--- src/rtl/pc_sequencer.sv ---
// pc_sequencer: instruction-cycle sequencer for the program-counter stack.
//
// Runs the eight-state machine cycle (A1,A2,A3,M1,M2,X1,X2,X3 = 0..7) and captures
// OPR/OPA from the nibble bus. It decodes the PC-affecting instructions JUN, JMS, JCN,
// ISZ, JIN and BBL, and drives the PC stack's control, next-PC source select and nibble
// write enables. All outputs are registered.
//
// Ports:
//   clock, reset      system clock, synchronous active-high reset
//   data              instruction nibble bus (valid in M1/M2)
//   cond_true         JCN/ISZ jump condition, sampled at the end of X3 of the first word
//   regval            register-pair nibble; routed to the PC stack outside this block
//   cycle, sync       machine cycle 0..7; sync is high during cycle 7
//   opr, opa          first-word opcode and operand nibbles
//   second_word       this instruction cycle fetches the second word of a two-word op
//   fetch_discard     this instruction cycle is the dummy fetch that follows BBL
//   control           stack op NOP=0 PUSH=1 POP=2 (cycle 2 only)
//   pc_next_sel       next-PC nibble source DATA=0 REG=1 INST=2
//   pc_write_enable   one-hot PC nibble write: [0] PC[3:0], [1] PC[7:4], [2] PC[11:8]
//   inst_operand      a3 nibble latched from JUN/JMS
//   reg_half          1 selects the even (high) register of the pair
//   stack_overflow    sticky push-at-full flag
//   stack_underflow   sticky pop-at-empty flag
//
// Optional build macro PC_SEQ_HALT_EN adds halt (in) and halted (out): halt high during
// cycle 7 freezes the cycle counter at 7 with every enable low until halt falls.

module pc_sequencer #(
  parameter int unsigned DEPTH = 4
) (
  input  logic       clock,
  input  logic       reset,
  input  logic [3:0] data,
  input  logic       cond_true,
  input  logic [3:0] regval,
`ifdef PC_SEQ_HALT_EN
  input  logic       halt,
  output logic       halted,
`endif
  output logic [2:0] cycle,
  output logic       sync,
  output logic [3:0] opr,
  output logic [3:0] opa,
  output logic       second_word,
  output logic       fetch_discard,
  output logic [1:0] control,
  output logic [1:0] pc_next_sel,
  output logic [2:0] pc_write_enable,
  output logic [3:0] inst_operand,
  output logic       reg_half,
  output logic       stack_overflow,
  output logic       stack_underflow
);

  localparam int unsigned DepthW = (DEPTH > 1) ? $clog2(DEPTH) : 1;
  localparam logic [DepthW-1:0] DepthMax = DepthW'(DEPTH - 1);

  localparam logic [1:0] CtlNop  = 2'd0;
  localparam logic [1:0] CtlPush = 2'd1;
  localparam logic [1:0] CtlPop  = 2'd2;

  localparam logic [1:0] SelData = 2'd0;
  localparam logic [1:0] SelReg  = 2'd1;
  localparam logic [1:0] SelInst = 2'd2;

  localparam logic [3:0] OpJcn = 4'h1;
  localparam logic [3:0] OpJin = 4'h3;
  localparam logic [3:0] OpJun = 4'h4;
  localparam logic [3:0] OpJms = 4'h5;
  localparam logic [3:0] OpIsz = 4'h7;
  localparam logic [3:0] OpBbl = 4'hC;

  typedef enum logic [2:0] {CycA1, CycA2, CycA3, CycM1, CycM2, CycX1, CycX2, CycX3} cycle_e;

  cycle_e            cycle_q, cycle_d;
  logic [3:0]        opr_q, opr_d, opa_q, opa_d;
  logic              second_word_q, second_word_d;
  logic              fetch_discard_q, fetch_discard_d;
  logic              sw_long_q, sw_long_d;   // pending second word belongs to JUN/JMS
  logic              sw_push_q, sw_push_d;   // pending second word belongs to JMS
  logic              taken_q, taken_d;
  logic [3:0]        inst_operand_q, inst_operand_d;
  logic [DepthW-1:0] depth_q, depth_d;
  logic              ovf_q, ovf_d, udf_q, udf_d;
  logic              sync_q, sync_d;
  logic [1:0]        control_q, control_d;
  logic [1:0]        sel_q, sel_d;
  logic [2:0]        we_q, we_d;
  logic              reg_half_q, reg_half_d;
  logic              halted_q, halted_d;

  logic advance, frozen, first_word, is_long, is_two, is_bbl;
  logic sw_jump, sw_cond, jin;

  // regval goes straight to the PC stack; only reg_half is generated here.
  logic unused_regval;
  assign unused_regval = ^regval;

  always_comb begin
    frozen  = 1'b0;
`ifdef PC_SEQ_HALT_EN
    frozen  = (cycle_q == CycX3) && halt;
`endif
    advance  = !frozen;
    halted_d = frozen;

    // Second-word and dummy-fetch cycles never decode and never reload OPR/OPA.
    first_word = !second_word_q && !fetch_discard_q;
    is_long    = first_word && (opr_q == OpJun || opr_q == OpJms);
    is_two     = is_long || (first_word && (opr_q == OpJcn || opr_q == OpIsz));
    is_bbl     = first_word && (opr_q == OpBbl);

    cycle_d = advance ? cycle_e'(cycle_q + 3'd1) : cycle_q;

    opr_d = opr_q;
    opa_d = opa_q;
    if (first_word && cycle_q == CycM1) opr_d = data;
    if (first_word && cycle_q == CycM2) opa_d = data;

    second_word_d   = second_word_q;
    fetch_discard_d = fetch_discard_q;
    sw_long_d       = sw_long_q;
    sw_push_d       = sw_push_q;
    taken_d         = taken_q;
    inst_operand_d  = inst_operand_q;
    if (advance && cycle_q == CycX3) begin
      second_word_d   = is_two;
      fetch_discard_d = is_bbl;
      sw_long_d       = is_long;
      sw_push_d       = first_word && (opr_q == OpJms);
      taken_d         = is_two && cond_true;
      if (is_long) inst_operand_d = opa_q;
    end

    // Depth moves at the end of cycle 2, when the stack performs the op.
    depth_d = depth_q;
    ovf_d   = ovf_q;
    udf_d   = udf_q;
    if (cycle_q == CycA3) begin
      if (control_q == CtlPush) begin
        if (depth_q == DepthMax) begin
          ovf_d   = 1'b1;
          depth_d = '0;
        end else begin
          depth_d = depth_q + DepthW'(1);
        end
      end else if (control_q == CtlPop) begin
        if (depth_q == '0) begin
          udf_d   = 1'b1;
          depth_d = DepthMax;
        end else begin
          depth_d = depth_q - DepthW'(1);
        end
      end
    end

    // Registered outputs are computed from the state the next cycle will hold.
    sw_jump = second_word_d && sw_long_d;
    sw_cond = second_word_d && !sw_long_d && taken_d;
    jin     = !second_word_d && !fetch_discard_d && (opr_d == OpJin) && opa_d[0];

    sync_d     = (cycle_d == CycX3) && !frozen;
    control_d  = CtlNop;
    sel_d      = SelData;
    we_d       = 3'b000;
    reg_half_d = 1'b0;
    if (!frozen) begin
      case (cycle_d)
        CycA3: begin
          if (second_word_d && sw_push_d) control_d = CtlPush;
          else if (fetch_discard_d)       control_d = CtlPop;
        end
        CycM1: if (sw_jump || sw_cond) we_d = 3'b010;
        CycM2: if (sw_jump || sw_cond) we_d = 3'b001;
        CycX1: begin
          if (sw_jump) begin
            sel_d = SelInst;
            we_d  = 3'b100;
          end
        end
        CycX2: begin
          if (jin) begin
            reg_half_d = 1'b1;
            sel_d      = SelReg;
            we_d       = 3'b010;
          end
        end
        CycX3: begin
          if (jin) begin
            sel_d = SelReg;
            we_d  = 3'b001;
          end
        end
        default: ;
      endcase
    end
  end

  always_ff @(posedge clock) begin
    if (reset) begin
      cycle_q         <= CycA1;
      opr_q           <= 4'h0;
      opa_q           <= 4'h0;
      second_word_q   <= 1'b0;
      fetch_discard_q <= 1'b0;
      sw_long_q       <= 1'b0;
      sw_push_q       <= 1'b0;
      taken_q         <= 1'b0;
      inst_operand_q  <= 4'h0;
      depth_q         <= '0;
      ovf_q           <= 1'b0;
      udf_q           <= 1'b0;
      sync_q          <= 1'b0;
      control_q       <= CtlNop;
      sel_q           <= SelData;
      we_q            <= 3'b000;
      reg_half_q      <= 1'b0;
      halted_q        <= 1'b0;
    end else begin
      cycle_q         <= cycle_d;
      opr_q           <= opr_d;
      opa_q           <= opa_d;
      second_word_q   <= second_word_d;
      fetch_discard_q <= fetch_discard_d;
      sw_long_q       <= sw_long_d;
      sw_push_q       <= sw_push_d;
      taken_q         <= taken_d;
      inst_operand_q  <= inst_operand_d;
      depth_q         <= depth_d;
      ovf_q           <= ovf_d;
      udf_q           <= udf_d;
      sync_q          <= sync_d;
      control_q       <= control_d;
      sel_q           <= sel_d;
      we_q            <= we_d;
      reg_half_q      <= reg_half_d;
      halted_q        <= halted_d;
    end
  end

  assign cycle           = cycle_q;
  assign sync            = sync_q;
  assign opr             = opr_q;
  assign opa             = opa_q;
  assign second_word     = second_word_q;
  assign fetch_discard   = fetch_discard_q;
  assign control         = control_q;
  assign pc_next_sel     = sel_q;
  assign pc_write_enable = we_q;
  assign inst_operand    = inst_operand_q;
  assign reg_half        = reg_half_q;
  assign stack_overflow  = ovf_q;
  assign stack_underflow = udf_q;
`ifdef PC_SEQ_HALT_EN
  assign halted          = halted_q;
`else
  logic unused_halted;
  assign unused_halted = halted_q;
`endif

endmodule
--- config.mk ---
export PLATFORM = sky130hd
export DESIGN_NAME = pc_sequencer
export DESIGN_NICKNAME = d
export VERILOG_FILES = /design/src/rtl/pc_sequencer.sv
export SDC_FILE = /design/constraint.sdc
export NUM_CORES = 1
export LEC_CHECK = 0
export BUFFER_PORTS_ARGS = -buffer_cell sky130_fd_sc_hd__buf_4
export CAP_MARGIN = 20
export CORE_ASPECT_RATIO = 1.75
export CORE_UTILIZATION = 51
export CTS_BUF_LIST = sky130_fd_sc_hd__clkbuf_8
export CTS_CLUSTER_SIZE = 24
export DETAILED_ROUTE_END_ITERATION = 8
export GPL_TIMING_DRIVEN = 0
export PLACE_DENSITY = 0.88
export SLEW_MARGIN = 20
export SYNTH_ARGS = -nofsm -noshare
export SYNTH_HDL_FRONTEND = slang
export SYNTH_SLANG_ARGS = --single-unit
--- constraint.sdc ---
create_clock -name clock -period 5.3 [get_ports clock]
set_input_delay 0.53 -clock clock [delete_from_list [all_inputs] [get_ports clock]]
set_output_delay 0.53 -clock clock [all_outputs]
set_load 0.05 [all_outputs]
==> run summary <==
initial antenna violation count -> 0
largest net degree at the start of global routing -> 11
Final Power -> 0.000524 W
Flop pwr share -> 47.5%
kind of critical path -> flip-flop to flip-flop
worst path bufs/invs -> 1
P per Cell Area -> 281 nW/um2
initial core utilization -> 54.3%
Post-CTS Setup Inserts -> 0
cell area after layout -> 1870 um2
Worst Hold Path Cells -> 2
HP Start -> stack_underflow
Vias -> 1198
hold endpoint -> stack_underflow
Worst setup EP type -> flip-flop
placed cell area -> 1760 um2
combinational family with the most area after synthesis -> simple AND/OR/NAND/NOR gates
Synth Register Bits -> 32
Gate power share -> 9.4%
Post-CTS Resized -> 0
Tmin final -> 1.99 ns
min-delay worst type -> flip-flop to flip-flop
Skew-Pair Late Insertion Delay -> 0.29 ns
Worst R2R Start -> cycle[0]
Post-Synth Adder-Cell Area -> 8.47%
clock root cell -> clkbuf_8
Yosys top cell area share -> 43.4%
CP max-delay cell -> dfxtp_1
area of the multi-input gates -> 736 um2
nets -> 211
Switch Pwr -> 0.000124 W
mux cell area share after synthesis -> 9.14%
RD Place Congestion -> 0.791
GRT Overall Usage -> 22.6%
Sw Share -> 23.7%
outcome -> finished, final reports clean
fmax -> 0.502 GHz
Sequential cell area -> 641 um2
total wire length -> 3.14 mm
Arr. time, crit path -> 2.15 ns
final max-slew violation count -> 0
Max-Cap Viols -> 0
CP startpoint -> cycle[0]
site row count -> 25
first-pass GRT wire length -> 5.24 mm
filler cell count -> 213
global route total overflow -> 0
core area -> 2720 um2
CP most frequent cell -> ha_1
Mapped Area -> 1480 um2
synthesis-to-layout area growth -> 26.3%
Die Y -> 73.2 um
Int Power -> 0.000400 W
crit path launch type -> flip-flop
Synth Area in Simple Gates -> 20.7%
Least-Margin Pin Slew -> 0.469 ns
DR DRC count -> 0
CTS sink cnt -> 32
antenna-violating nets left -> 0
Clock Tree Buf Depth -> 2
max_slew headroom -> 68.8%
post-DP HPWL -> 2.45 mm
clock power share -> 43.0%
# setup viols final -> 0
Mean Syn Cell Area -> 9.85 um2
Worst-path clk slew -> 0.06 ns
Worst Skew -> 0.00503 ns
Compound-Gate Fraction of Synth Area -> 10.9%
DR iter-0 viols -> 16
final critical-path share of the clock period -> 37.5%
layout cells sized above 1 -> 26.7%
Pre-Repair DR Iteration Count -> 4
post-route setup TNS -> 0 ns
R2R Setup Slk -> 3.31 ns
worst path cell trace -> ha_1, ha_1, nor4b_1, and2_1, buf_4, mux2i_1, nor2_1
Pleak -> 0.814 nW
critical path peak fanout -> 7
peak supply drop -> 0.246 mV
CTS tree -> yes
Yosys warnings -> 0
Syn Nets -> 171
RSZ-0062 raised after global routing -> no
Mapped Cells -> 150
Yosys cell types -> 37
cts hold-fix bufs -> 0
die width -> 42.7 um
leading area contributor after synthesis -> dfxtp_1
number of inserted diodes -> 0
biggest cell delay along the critical path -> 0.41 ns
area of the die -> 3130 um2
worst path required time -> 5.46 ns
Vias/cell -> 5.50
io pins -> 39
vias in the first global route -> 1222
port buffer count -> 33
sequential fraction of the synthesis area -> 43.4%
worst r2r path cells -> 7
H-tree depth reported by CTS -> 2
wire per inst -> 14.4 um
end of the worst register-to-register path -> inst_operand[0]
largest cells by area after synthesis -> dfxtp_1 (43%), ha_1 (8.5%), mux2i_1 (8.1%)
CTS Buf Count -> 5
final hold violations -> 0
CP top delay family -> simple AND/OR/NAND/NOR gates
Synth Area in XOR/XNOR -> 0.593%
[how the worst max path moves through the flow]
stage | slack (ns) | to | cells after the start
after floorplan | 3.11 | pc_write_enable[0] | 7
after global placement | 3.37 | pc_next_sel[1] | 7
after detailed placement | 3.27 | inst_operand[0] | 7
after CTS | 3.29 | inst_operand[0] | 7
after global routing | 3.13 | inst_operand[3] | 7
final | 3.31 | inst_operand[0] | 7
[tightest hold or removal path: stages, from the launching register on]
cell and delay (ns):
dfxtp_1 0.33, a41oi_1 0.05, nor2_1 0.07
[registers in the layout, indices dropped and copies added (netlist names), 2 cells and up]
signal           flops
opa                  4
pc_next_sel          2
control              2
pc_write_enable      2
depth_q              2
inst_operand         4
opr                  4
cycle                3
[layout by cell type (no fill, tap or decap), drive strengths merged, types with 2 or more instances in the layout]
cell / instances
a211oi: 2
a21oi: 4
buf: 39
clkbuf: 7
dfxtp: 32
ha: 10
inv: 13
mux2i: 12
nand2: 8
nand4b: 2
nor2: 28
nor2b: 7
nor3b: 2
nor4: 2
nor4bb: 3
[stage by stage]
stage	hold WS (ns)	utilization [%]	instances	setup slack (ns)
final	0.477	68.6	218	3.31
after CTS	0.486	68.6	218	3.29
after detailed placement	0.471	64.6	210	3.27
after global routing	0.500	68.6	218	3.13
after floorplan	0.457	-	150	3.11
after global placement	0.454	64.6	210	3.37
[cell usage after synthesis]
| cell type | number |
|---|---|
| a211oi_1 | 2 |
| a21oi_1 | 4 |
| a22oi_1 | 1 |
| a2bb2oi_1 | 1 |
| a311oi_1 | 1 |
| a31oi_1 | 1 |
| a32oi_1 | 1 |
| a41oi_1 | 1 |
| and2_1 | 1 |
| buf_1 | 1 |
| buf_4 | 3 |
| buf_6 | 2 |
| clkbuf_1 | 2 |
| dfxtp_1 | 32 |
| ha_1 | 10 |
| inv_1 | 12 |
| mux2_4 | 1 |
| mux2i_1 | 12 |
| nand2_1 | 8 |
| nand2b_1 | 1 |
| nand4b_1 | 1 |
| nand4b_4 | 1 |
| nor2_1 | 28 |
| nor2b_1 | 7 |
| nor3b_1 | 2 |
| nor4_1 | 1 |
| nor4_2 | 1 |
| nor4b_1 | 1 |
| nor4bb_1 | 3 |
| o2111ai_4 | 1 |
| o21bai_1 | 1 |
| o22a_1 | 1 |
| o22ai_1 | 1 |
| o32ai_2 | 1 |
| o41a_2 | 1 |
| or3b_1 | 1 |
| xnor2_1 | 1 |
[cells by family (layout without fill, tap and decap cells)]
family          after synthesis  after routing
simple gates                 56             56
fa+ha+maj                    10             10
xor+xnor                      1              1
flops                        32             32
compound gates               18             18
mux                          13             13
buf+inv                      20             61
[per-layer routing]
metal | vias to the layer above | share of wire, % | global-route usage [%] | routed length [um]
li1 | 588 | - | - | -
met1 | 568 | 35 | 19.7 | 1090
met2 | 31 | 58 | 43.1 | 1810
met5 | - | 0 | 0 | 0
met4 | 0 | 4.0 | 14.2 | 124
met3 | 11 | 3.6 | 6.19 | 112
[power groups by stage]
stage / Clock (W) / Sequential (W) / Combinational (W)
6_report: 0.000226 / 0.000249 / 0.0000494
5_1_grt: 0.000238 / 0.000250 / 0.0000530
3_5_place_dp: 0 / 0.000255 / 0.0000494
2_1_floorplan: 0 / 0.000267 / 0.0000215
3_3_place_gp: 0 / 0.000254 / 0.0000480
4_1_cts: 0.000229 / 0.000249 / 0.0000496
[final cells by class]
type | count | share of cell area, %
Tap cell | 27 | 1.81
Clock buffer | 5 | 3.69
Timing Repair Buffer | 33 | 13.3
Inverter | 12 | 2.41
Clock inverter | 3 | 2.08
Buffer | 8 | 3.02
Sequential cell | 32 | 34.3
Multi-Input combinational cell | 98 | 39.4
Power figures use the tool's default switching activity.
